$ cat config.mk
export PLATFORM = sky130hd
export DESIGN_NAME = seq_gen
export DESIGN_NICKNAME = d
export VERILOG_FILES = /design/src/rtl/seq_gen_pkg.sv /design/src/rtl/seq_gen_add.sv /design/src/rtl/seq_gen.sv
export SDC_FILE = /design/constraint.sdc
export NUM_CORES = 1
export LEC_CHECK = 0
export ABC_AREA = 1
export CAP_MARGIN = 5
export CORE_MARGIN = 3
export CORE_UTILIZATION = 31
export CTS_BUF_LIST = sky130_fd_sc_hd__clkbuf_16
export DETAILED_ROUTE_END_ITERATION = 10
export PLACE_DENSITY = 0.51
export RECOVER_POWER = 25
export SETUP_SLACK_MARGIN = 0.4
export SYNTH_ARGS = -nofsm -noshare
export SYNTH_HDL_FRONTEND = slang
export SYNTH_SLANG_ARGS = --single-unit
$ cat constraint.sdc
create_clock -name clk -period 2.2 [get_ports clk]
set_input_delay 0.44 -clock clk [delete_from_list [all_inputs] [get_ports clk]]
set_output_delay 0.44 -clock clk [all_outputs]
set_load 0.02 [all_outputs]
$ cat src/rtl/seq_gen_pkg.sv
// seq_gen_pkg: shared mode/state types and seed constants for the recurrence generator
// Ports: none (package). Optional build macro SEQ_GEN_SAT_EN is consumed by seq_gen and seq_gen_add.
package seq_gen_pkg;
    typedef enum logic [1:0] {MODE_FIB = 2'b00, MODE_LUC = 2'b01, MODE_CUST = 2'b10} mode_e;
    typedef enum logic [1:0] {S_IDLE, S_RUN, S_DONE} state_e;
    localparam int FIB_A = 0;
    localparam int FIB_B = 1;
    localparam int LUC_A = 2;
    localparam int LUC_B = 1;
endpackage

$ cat src/rtl/seq_gen_add.sv
// seq_gen_add: W-bit adder with carry-out, saturating to all-ones when SEQ_GEN_SAT_EN is defined
// Ports: i_a, i_b  addends; o_sum  W-bit sum (wrapped, or saturated under SEQ_GEN_SAT_EN);
//        o_cout  carry out of the full W+1-bit sum.
module seq_gen_add #(
    parameter int W = 16
) (
    input  logic [W-1:0] i_a,
    input  logic [W-1:0] i_b,
    output logic [W-1:0] o_sum,
    output logic         o_cout
);
    logic [W:0] w_full;
    assign w_full = {1'b0, i_a} + {1'b0, i_b};
    assign o_cout = w_full[W];
`ifdef SEQ_GEN_SAT_EN
    assign o_sum = w_full[W] ? {W{1'b1}} : w_full[W-1:0];
`else
    assign o_sum = w_full[W-1:0];
`endif
endmodule

$ cat src/rtl/seq_gen.sv
// seq_gen: run-length-limited integer recurrence generator (term k = term k-1 + term k-2) with valid/ready output
// Ports: clk, rst (sync, active-high); start, mode, seed_a, seed_b, n_terms sampled in IDLE;
//        stop aborts a run; out_ready accepts the current term;
//        out_valid/out_data/out_idx stream; busy in RUN; done one-cycle end pulse; ovf sticky overflow flag.
// Build macro SEQ_GEN_SAT_EN: overflow saturates terms to all-ones instead of ending the run.
module seq_gen
    import seq_gen_pkg::*;
#(
    parameter int W  = 16,
    parameter int NW = 8
) (
    input  logic          clk,
    input  logic          rst,
    input  logic          start,
    input  logic [1:0]    mode,
    input  logic [W-1:0]  seed_a,
    input  logic [W-1:0]  seed_b,
    input  logic [NW-1:0] n_terms,
    input  logic          stop,
    input  logic          out_ready,
    output logic          out_valid,
    output logic [W-1:0]  out_data,
    output logic [NW-1:0] out_idx,
    output logic          busy,
    output logic          done,
    output logic          ovf
);
    state_e        r_state, w_next;
    logic [W-1:0]  r_cur, r_prv, w_sum, w_seed_a, w_seed_b;
    logic [NW-1:0] r_idx, r_n;
    logic          r_ovf, w_cout, w_acc, w_last, w_carry, w_end, w_adv;

    seq_gen_add #(.W(W)) u_add (.i_a(r_cur), .i_b(r_prv), .o_sum(w_sum), .o_cout(w_cout));

    // reserved mode 11 falls through to the Fibonacci seeds
    assign w_seed_a = (mode == MODE_CUST) ? seed_a : (mode == MODE_LUC) ? W'(LUC_A) : W'(FIB_A);
    assign w_seed_b = (mode == MODE_CUST) ? seed_b : (mode == MODE_LUC) ? W'(LUC_B) : W'(FIB_B);

    assign w_acc  = (r_state == S_RUN) && out_ready;
    assign w_last = r_idx == r_n - NW'(1);
    // term 0 -> 1 just moves the second seed, so only later sums can carry;
    // on the last term no successor is built, so the count limit masks overflow
    assign w_carry = w_acc && !w_last && (r_idx != '0) && w_cout;
`ifdef SEQ_GEN_SAT_EN
    assign w_end = w_acc && w_last;
`else
    assign w_end = w_acc && (w_last || w_carry);
`endif
    assign w_adv = w_acc && !stop && !w_end;

    always_comb begin
        w_next    = (r_state == S_IDLE) ? (start ? ((n_terms == '0) ? S_DONE : S_RUN) : S_IDLE)
                  : (r_state == S_RUN)  ? ((stop || w_end) ? S_DONE : S_RUN)
                  : S_IDLE;
        out_valid = r_state == S_RUN;
        busy      = r_state == S_RUN;
        done      = r_state == S_DONE;
        out_data  = r_cur;
        out_idx   = r_idx;
        ovf       = r_ovf;
    end

    always_ff @(posedge clk) begin
        if (rst) begin
            r_state <= S_IDLE;
            r_cur   <= '0;
            r_prv   <= '0;
            r_idx   <= '0;
            r_n     <= '0;
            r_ovf   <= 1'b0;
        end else begin
            r_state <= w_next;
            if (r_state == S_IDLE && start) begin
                r_ovf <= 1'b0;
                r_n   <= n_terms;
                if (n_terms != '0) begin
                    r_cur <= w_seed_a;
                    r_prv <= w_seed_b;
                    r_idx <= '0;
                end
            end
            if (w_carry && !stop)
                r_ovf <= 1'b1;
            // r_prv holds the second seed until term 0 is accepted, so that step is a swap
            if (w_adv) begin
                r_cur <= (r_idx == '0) ? r_prv : w_sum;
                r_prv <= r_cur;
                r_idx <= r_idx + NW'(1);
            end
        end
    end
endmodule

==> summary.md, run 1 <==
| Metric | Value |
|---|---|
| Area share of the largest cell type after synthesis | 0.259 |
| Initial antenna violation count | 0 |
| Worst Tran Pin Value | 374 ps |
| Global-route wire length before repair | 21800 um |
| Die Wd | 119 um |
| Async set-reset flop share out of synthesis | 0 |
| R2R Setup Slk | 0.5 ps |
| Vias in the first global route | 4369 |
| CP arrival | 2370 ps |
| Flop and latch count out of synthesis | 51 |
| Most frequent cells in the layout | nand2_1, nand3_1, inv_1 |
| Syn nets | 708 |
| CTS Buffer Depth | 2 |
| Gr usage total | 0.187 |
| H-Tree Depth | 2 |
| Clk Latency, worst-skew pair | 300 ps |
| Drt pass-1 iters | 4 |
| Hold Path Depth | 2 |
| Rows | 40 |
| Synth cell types | 35 |
| Period utilization | 1.00 |
| F_max | 455 MHz |
| Most used flip-flop cell after synthesis | dfxtp_1 |
| CP endpoint kind | flip-flop |
| Vias | 4436 |
| Worst Hold Class | reg2reg |
| Run status | finished, final reports clean |
| Final ANT Viol Nets | 0 |
| Core area | 0.0122 sq mm |
| Total routed wirelength | 13300 um |
| Multi-input gate area | 0.00280 sq mm |
| Reg2reg start | out_data[0] |
| Total power draw | 2.39 mW |
| Area post-placement | 0.00525 sq mm |
| Total CTS buffers | 5 |
| R2R cell count | 14 |
| # hold bufs at CTS | 0 |
| Post-DP HPWL | 9230 um |
| EDFF count, synth | 0 |
| PwrDens | 403 mW/mm^2 |
| Required time of the critical path | 2370 ps |
| Routed length per instance | 14.4 um |
| Final setup fails | 0 |
| Die area | 0.0141 sq mm |
| LEAKAGE | 2.71 nW |
| Sequential standard cell area | 0.00103 sq mm |
| VDD IR-drop max | 0.268 mV |
| Syn Area/Cell | 6.16 sq um |
| Critical path peak fanout | 6 |
| Largest net degree at the start of global routing | 32 |
| Chip Height | 119 um |
| Netlist Area Pre-Place | 0.00395 sq mm |
| Share of cells above drive strength 1 | 0.207 |
| Clock transition at the registers of the reported paths | 70 ps |
| Tmin final | 2200 ps |
| # nets final | 818 |
| Most common cell after layout, fill and taps aside | nand2_1 |
| Seq/Total Area, Yosys | 0.259 |
| Antenna Cells | 0 |
| Worst Skew | 6.15 ps |
| # clock sinks | 51 |
| Clk root buf | clkbuf_16 |
| Most area-consuming cells after synthesis | dfxtp_1, nand2_1, nand3_1 |
| Dominant cell type by area after synthesis | dfxtp_1 |
| Port-buffer cells | 74 |
| Gpl congestion | 0.851 |
| Startpoint types | flip-flop |
| DR iter-0 viols | 282 |
| RSZ-0062 raised after global routing | true |
| Hold worst-path end | ovf |
| Final hold slack | 482 ps |
| Reg2reg end | out_idx[1] |
| Cell count after synthesis | 641 |
| Top Ports | 75 |
| Area Overhead vs Synth | 50.1% |
| Vias per Instance | 4.82 |
| Starting density of the core | 0.323 |
| Slew Viols, Final | 0 |
| Final Cell Area | 0.00592 sq mm |
| Remaining DRCs | 0 |
| Fin util | 0.485 |
| Max_cap viols | 0 |
| Critical path class | reg2reg |
| Hold Path Origin | ovf |
| CTS tree | yes |
| Total gr overflow | 0 |
| Max_slew headroom | 0.749 |
| Filler cells | 1267 |
| Final hold vios | 0 |
| Yosys Warn Count | 0 |
[power breakdown]
group          internal (mW)  switching [mW]
logic                  0.292           0.318
clock network          0.413           0.362
registers              0.961          0.0414
[cell families after synthesis]
logic type                 share of synthesized area
DFF                                            0.259
AOI/OAI and AO/OA                              0.124
buffers and inverters                          0.111
and+or+nand+nor                                0.414
xor gates and xnor gates                      0.0266
adders and majority gates                     0.0653
[final cells by class]
class,count,area share
inverter,69,0.0441
clock buffer,5,0.0211
multi-input combinational,490,0.473
timing repair buffer,134,0.250
clock inverter,3,0.00211
sequential,51,0.174
tap,168,0.0355
[through the flow]
stage | TNS [ps] | setup slack (ps) | instances
after floorplan | 0 | 151 | 641
after global placement | -53.4 | -42.1 | 894
after detailed placement | -89.8 | -35.2 | 894
after CTS | 0 | 33.2 | 914
after global routing | -3860 | -154 | 920
final | 0 | 0.500 | 920
[what timing repair did]
item | in CTS | in global routing
cloned | 5 | 3
setup buffers | 7 | 3
endpoints found under the setup margin | 65 | 48
pin swaps | 5 | 12
resized for setup | 44 | 34
[cell usage after synthesis (2+ instances only)]
cell type / n
or2_2: 6
buf_4: 3
nand3b_1: 3
o21ai_0: 28
dfxtp_1: 51
xor2_1: 6
nand4_1: 8
inv_1: 60
buf_6: 4
a21oi_1: 60
nor2_2: 4
nor3_1: 6
o21ai_1: 2
nand3_2: 10
nand2_4: 2
buf_2: 8
nor2_1: 36
ha_1: 19
nor4_1: 3
nand3_1: 92
xnor2_1: 6
inv_2: 8
nand2_1: 190
clkbuf_1: 15
[sequential cells by signal (all words and copies together), names as in the netlist]
| name | count |
|---|---|
| r_n | 8 |
| r_state | 2 |
| ovf | 1 |
| out_idx | 8 |
| r_prv | 16 |
| out_data | 16 |
[critical path: stages (launching register included)]
cell       delay, ps
dfxtp_4          350
ha_4             170
fa_2             350
nand2_2           70
nand3_2           80
nand3_2           90
nand2_4           70
a21oi_4          170
o21ai_2           90
nand2_4          110
nand2_8          100
buf_12           150
clkbuf_16        160
nand3_2           50
a21oi_1           60
[worst max path at each step]
stage	startpoint	end	slack [ps]	cells past startpoint
floorplan	out_data[0]	out_data[15]	150	15
global placement	out_data[0]	out_data[15]	-40	15
detailed placement	out_data[0]	out_data[15]	-40	15
CTS	out_data[0]	out_idx[1]	30	13
global route	r_prv[8]	out_data[9]	-150	13
finish	out_data[0]	out_idx[1]	0.5	14
[layer usage]
| metal | GRT usage | part of all wire |
|---|---|---|
| met3 | 0.0309 | 0.048 |
| met2 | 0.316 | 0.47 |
| met4 | 0.0449 | 0.0095 |
| met1 | 0.249 | 0.48 |
| met5 | 0 | 0 |
Power figures use the tool's default switching activity.
==> run 2: changes to the inputs <==
- CORE_UTILIZATION: 31 -> 48
- PLACE_DENSITY: 0.51 -> 0.75
==> summary.md, run 2 (same netlist as run 1, synthesis figures left out) <==
| Metric | Value |
|---|---|
| Die Wd | 96.7 um |
| # clock sinks | 51 |
| Most frequent cells in the layout | nand2_1, nand3_1, inv_1 |
| Final hold vios | 0 |
| CP endpoint kind | flip-flop |
| Max_cap viols | 0 |
| Antenna Cells | 0 |
| Global-route wire length before repair | 20000 um |
| CTS Buffer Depth | 2 |
| Total CTS buffers | 5 |
| Initial antenna violation count | 0 |
| Slew Viols, Final | 0 |
| Final hold slack | 488 ps |
| Critical path class | reg2reg |
| Required time of the critical path | 2410 ps |
| Sequential power share | 0.399 |
| Internal | 1.79 mW |
| CP cell instances | ha_4 > fa_2 > nand2_2 > nand3_2 > nand3_2 > nand2_4 > a21oi_4 > o21ai_2 > nand2_4 > buf_12 > buf_12 > nand3_1 > nand2_1 > inv_1 > a21oi_1 |
| Vias | 4731 |
| Filler cells | 600 |
| Die area | 0.00935 sq mm |
| Startpoint types | flip-flop |
| Starting density of the core | 0.503 |
| Clk root buf | clkbuf_16 |
| RSZ-0062 raised after global routing | true |
| Core area | 0.00785 sq mm |
| CTS tree | yes |
| Area Overhead vs Synth | 50.3% |
| VDD IR-drop max | 0.348 mV |
| CP arrival | 2390 ps |
| Post-DP HPWL | 8280 um |
| Max incr delay on CP | 350 ps |
| Chip Height | 96.7 um |
| Top Ports | 75 |
| Reg2reg end | r_prv[5] |
| Final setup fails | 0 |
| Drt pass-1 iters | 5 |
| DR WL met2 | 6280 um |
| Clk Latency, worst-skew pair | 290 ps |
| Critical path peak fanout | 6 |
| Period utilization | 0.990 |
| Reg2reg start | out_data[0] |
| Hold Path Depth | 2 |
| Most common cell after layout, fill and taps aside | nand2_1 |
| Sw power | 0.733 mW |
| F_max | 459 MHz |
| Vias in the first global route | 4218 |
| Total power draw | 2.52 mW |
| Remaining DRCs | 0 |
| Clock power frac | 0.355 |
| Total gr overflow | 0 |
| Worst Skew | 5.69 ps |
| R2R cell count | 15 |
| Gr usage total | 0.249 |
| Gpl congestion | 0.924 |
| H-Tree Depth | 2 |
| Max Used Layer | met4 |
| Slowest CP cell | dfxtp_4 |
| Metal1 wirelength | 5790 um |
| Met3 routed WL | 822 um |
| Run status | finished, final reports clean |
| Hold Path Origin | ovf |
| Sequential standard cell area | 0.00104 sq mm |
| Port-buffer cells | 74 |
| Tmin final | 2180 ps |
| Hold worst-path end | ovf |
| Final ANT Viol Nets | 0 |
| Vias per Instance | 5.54 |
| PwrDens | 425 mW/mm^2 |
| # nets final | 818 |
| DR iter-0 viols | 224 |
| Rows | 32 |
| Worst Hold Class | reg2reg |
| Worst Tran Pin Value | 361 ps |
| Switching Share | 0.290 |
| # hold bufs at CTS | 0 |
| Clock transition at the registers of the reported paths | 70 ps |
| Max_slew headroom | 0.757 |
| Multi-input gate area | 0.00293 sq mm |
| Routed length per instance | 15.4 um |
| Largest net degree at the start of global routing | 37 |
| LEAKAGE | 2.62 nW |
| Share of cells above drive strength 1 | 0.259 |
| R2R Setup Slk | 20 ps |
| Total routed wirelength | 13100 um |
| Logic pwr share | 0.246 |
[run 2: worst max-delay path by stage]
stage	start	to	slack [ps]	cells after the start
3_5_place_dp	out_data[0]	out_data[15]	-40	15
5_1_grt	out_data[0]	r_prv[5]	-90	15
3_3_place_gp	out_data[0]	out_data[15]	-2	15
2_1_floorplan	out_data[0]	out_data[15]	150	15
4_1_cts	out_data[0]	r_prv[15]	50	15
6_report	out_data[0]	r_prv[5]	20	15
[run 2: routing by layer]
metal	up-vias	global-route usage
met1	2185	0.345
met4	0	0.0421
li1	2316	-
met5	-	0
met3	27	0.0296
met2	203	0.419
[run 2: final cells by class]
class                      count  area share
timing repair buffer         134       0.236
inverter                      69      0.0441
multi-input combinational    490       0.494
clock buffer                   5      0.0211
sequential                    51       0.176
clock inverter                 3     0.00738
tap                          102      0.0215
[run 2: repair_timing]
item / 4_1_cts / 5_1_grt
gates resized for setup: 52 / 55
gates cloned: 3 / 6
setup buffers: 12 / 4
pin swaps: 14 / 25
endpoints found under the hold margin: 0 / 0
endpoints found under the setup margin: 59 / 51
[run 2: power groups by stage]
stage                     clock (mW)  combinational, mW  sequential, mW
after floorplan                    0              0.301            1.03
after global placement             0              0.531            1.02
after detailed placement           0              0.544            1.02
after CTS                      0.910              0.580            1.00
after global routing           0.952              0.676            1.01
final                          0.897              0.621            1.01
[run 2: through the flow]
stage / cell area [sq um] / util / setup WS [ps] / setup TNS, ps / instances
6_report: 5930 / 0.756 / 22.3 / 0 / 854
5_1_grt: 5930 / 0.756 / -90.5 / -830 / 854
4_1_cts: 5630 / 0.717 / 53.1 / 0 / 844
3_5_place_dp: 5100 / 0.650 / -42.1 / -180 / 821
3_3_place_gp: 5100 / 0.650 / -1.92 / -1.92 / 821
2_1_floorplan: 4060 / - / 151 / 0 / 641
[run 2: worst max-delay path, delay by kind of cell, from the launching register on]
| kind | cells | cell delay, ps |
|---|---|---|
| AO/OA/AOI/OAI | 3 | 400 |
| adder cells (fa/ha/maj) | 2 | 500 |
| buffers and inverters | 3 | 310 |
| flip-flops | 1 | 350 |
| AND/OR/NAND/NOR | 7 | 530 |
==> run 3: changes to the inputs <==
- SKIP_LAST_GASP: unset -> 1
==> summary.md, run 3 (same netlist as run 1, synthesis figures left out) <==
| Metric | Value |
|---|---|
| F_max | 460 MHz |
| DR iter-0 viols | 270 |
| Port-buffer cells | 74 |
| Final hold slack | 487 ps |
| CP endpoint kind | flip-flop |
| Logic pwr share | 0.245 |
| Rows | 32 |
| Vias per Instance | 5.54 |
| Vias | 4734 |
| Gr usage total | 0.249 |
| Post-Place Cells | 821 |
| Critical path class | reg2reg |
| R2R cell count | 15 |
| CP cell instances | ha_4 > fa_2 > nand2_2 > nand3_2 > nand3_2 > nand2_4 > a21oi_4 > o21ai_2 > nand2_4 > buf_12 > buf_12 > nand3_1 > nand2_1 > inv_1 > a21oi_1 |
| # clock sinks | 51 |
| Global-route wire length before repair | 20000 um |
| Fin util | 0.753 |
| Period utilization | 0.988 |
| Total routed wirelength | 13200 um |
| Tmin final | 2170 ps |
| Top Ports | 75 |
| Slew Viols, Final | 0 |
| Sequential power share | 0.397 |
| Slowest CP cell | dfxtp_4 |
| GRT met3 Usage | 0.0296 |
| PwrDens | 429 mW/mm^2 |
| Vias in the first global route | 4218 |
| Filler cells | 602 |
| Max_cap viols | 0 |
| Chip Height | 96.7 um |
| Starting density of the core | 0.503 |
| GR Util met1 | 0.345 |
| Most Crowded Layer GR | met2 |
| Final hold vios | 0 |
| Clk root buf | clkbuf_16 |
| LEAKAGE | 2.61 nW |
| VDD IR-drop max | 0.350 mV |
| Final ANT Viol Nets | 0 |
| Clock transition at the registers of the reported paths | 70 ps |
| GR Util met2 | 0.419 |
| Sw power | 0.745 mW |
| Final std cells w/o fill | 854 |
| # hold bufs at CTS | 0 |
| Initial antenna violation count | 0 |
| Largest net degree at the start of global routing | 37 |
| Antenna Cells | 0 |
| Die area | 0.00935 sq mm |
| Clock power frac | 0.358 |
| CTS Buffer Depth | 2 |
| Critical path peak fanout | 6 |
| # nets final | 818 |
| CP arrival | 2390 ps |
| Total CTS buffers | 5 |
| Worst Hold Class | reg2reg |
| Routed length per instance | 15.5 um |
| Internal | 1.79 mW |
| Run status | finished, final reports clean |
| RSZ-0062 raised after global routing | true |
| Total power draw | 2.54 mW |
| Area Overhead vs Synth | 49.8% |
| Core area | 0.00785 sq mm |
| Most common cell after layout, fill and taps aside | nand2_1 |
| Share of cells above drive strength 1 | 0.249 |
| Startpoint types | flip-flop |
| Required time of the critical path | 2410 ps |
| Remaining DRCs | 0 |
| Gpl congestion | 0.924 |
| Drt pass-1 iters | 6 |
| Worst Skew | 9.23 ps |
| Worst Tran Pin Value | 361 ps |
| Max incr delay on CP | 360 ps |
| Post-DP HPWL | 8280 um |
| Max_slew headroom | 0.757 |
| Total gr overflow | 0 |
| Clk Latency, worst-skew pair | 300 ps |
| Die Wd | 96.7 um |
| Most frequent cells in the layout | nand2_1, nand3_1, inv_1 |
| Hold Path Depth | 2 |
| Final setup fails | 0 |
| H-Tree Depth | 2 |
| Switching Share | 0.294 |
| CTS tree | yes |
-- run 3: changes by cell type in the layout (fill, tap and decap cells not counted), sizes merged --
cell and change:
clkdlybuf4s50 +2, dlymetal6s2s -1, clkbuf -1
-- run 3: power by group through the flow --
stage	sequential (mW)	clock [mW]	combinational (mW)
2_1_floorplan	1.03	0	0.301
3_3_place_gp	1.02	0	0.531
3_5_place_dp	1.02	0	0.544
4_1_cts	1.00	0.910	0.580
5_1_grt	1.01	0.952	0.676
6_report	1.01	0.909	0.621
-- run 3: final timing paths --
kind	to	startpoint	slack, ps
setup / recovery	r_prv[5]	out_data[0]	30
hold / removal	ovf	ovf	490
hold reg to reg	ovf	ovf	490
setup reg to reg	r_prv[5]	out_data[0]	30
-- run 3: worst max-delay path: cells and delay by family, from the launching register on --
family	cells	cell delay [ps]
AND/OR/NAND/NOR	7	520
adder cells (fa/ha/maj)	2	500
AO/OA/AOI/OAI	3	400
flip-flops	1	360
buffers and inverters	3	310
-- run 3: per-stage QoR --
step,setup WS [ps],area (sq um),TNS [ps]
global route,-90.5,5910,-857
detailed placement,-42.1,5100,-180
global placement,-1.92,5100,-1.92
finish,27.3,5910,0
floorplan,151,4060,0
CTS,53.1,5630,0
-- run 3: layout make-up --
class                           instances  area [sq um]  share of cell area
Clock buffer                            5           125              0.0212
Multi-Input combinational cell        490          2900               0.491
Tap cell                              102           128              0.0216
Sequential cell                        51          1040               0.177
Timing Repair Buffer                  134          1400               0.238
Inverter                               69           262              0.0442
Clock inverter                          3          43.8             0.00741
-- run 3: routing by layer --
layer | vias up | part of all wire
met5 | - | 0
met4 | 0 | 0.018
met3 | 25 | 0.062
met2 | 204 | 0.48
met1 | 2192 | 0.44
li1 | 2313 | -
-- run 3: repair_timing --
action / in CTS / in global routing
cloned: 3 / 6
endpoints found under the setup margin: 59 / 51
pin swaps: 14 / 25
resized for setup: 52 / 45
setup buffers: 12 / 4
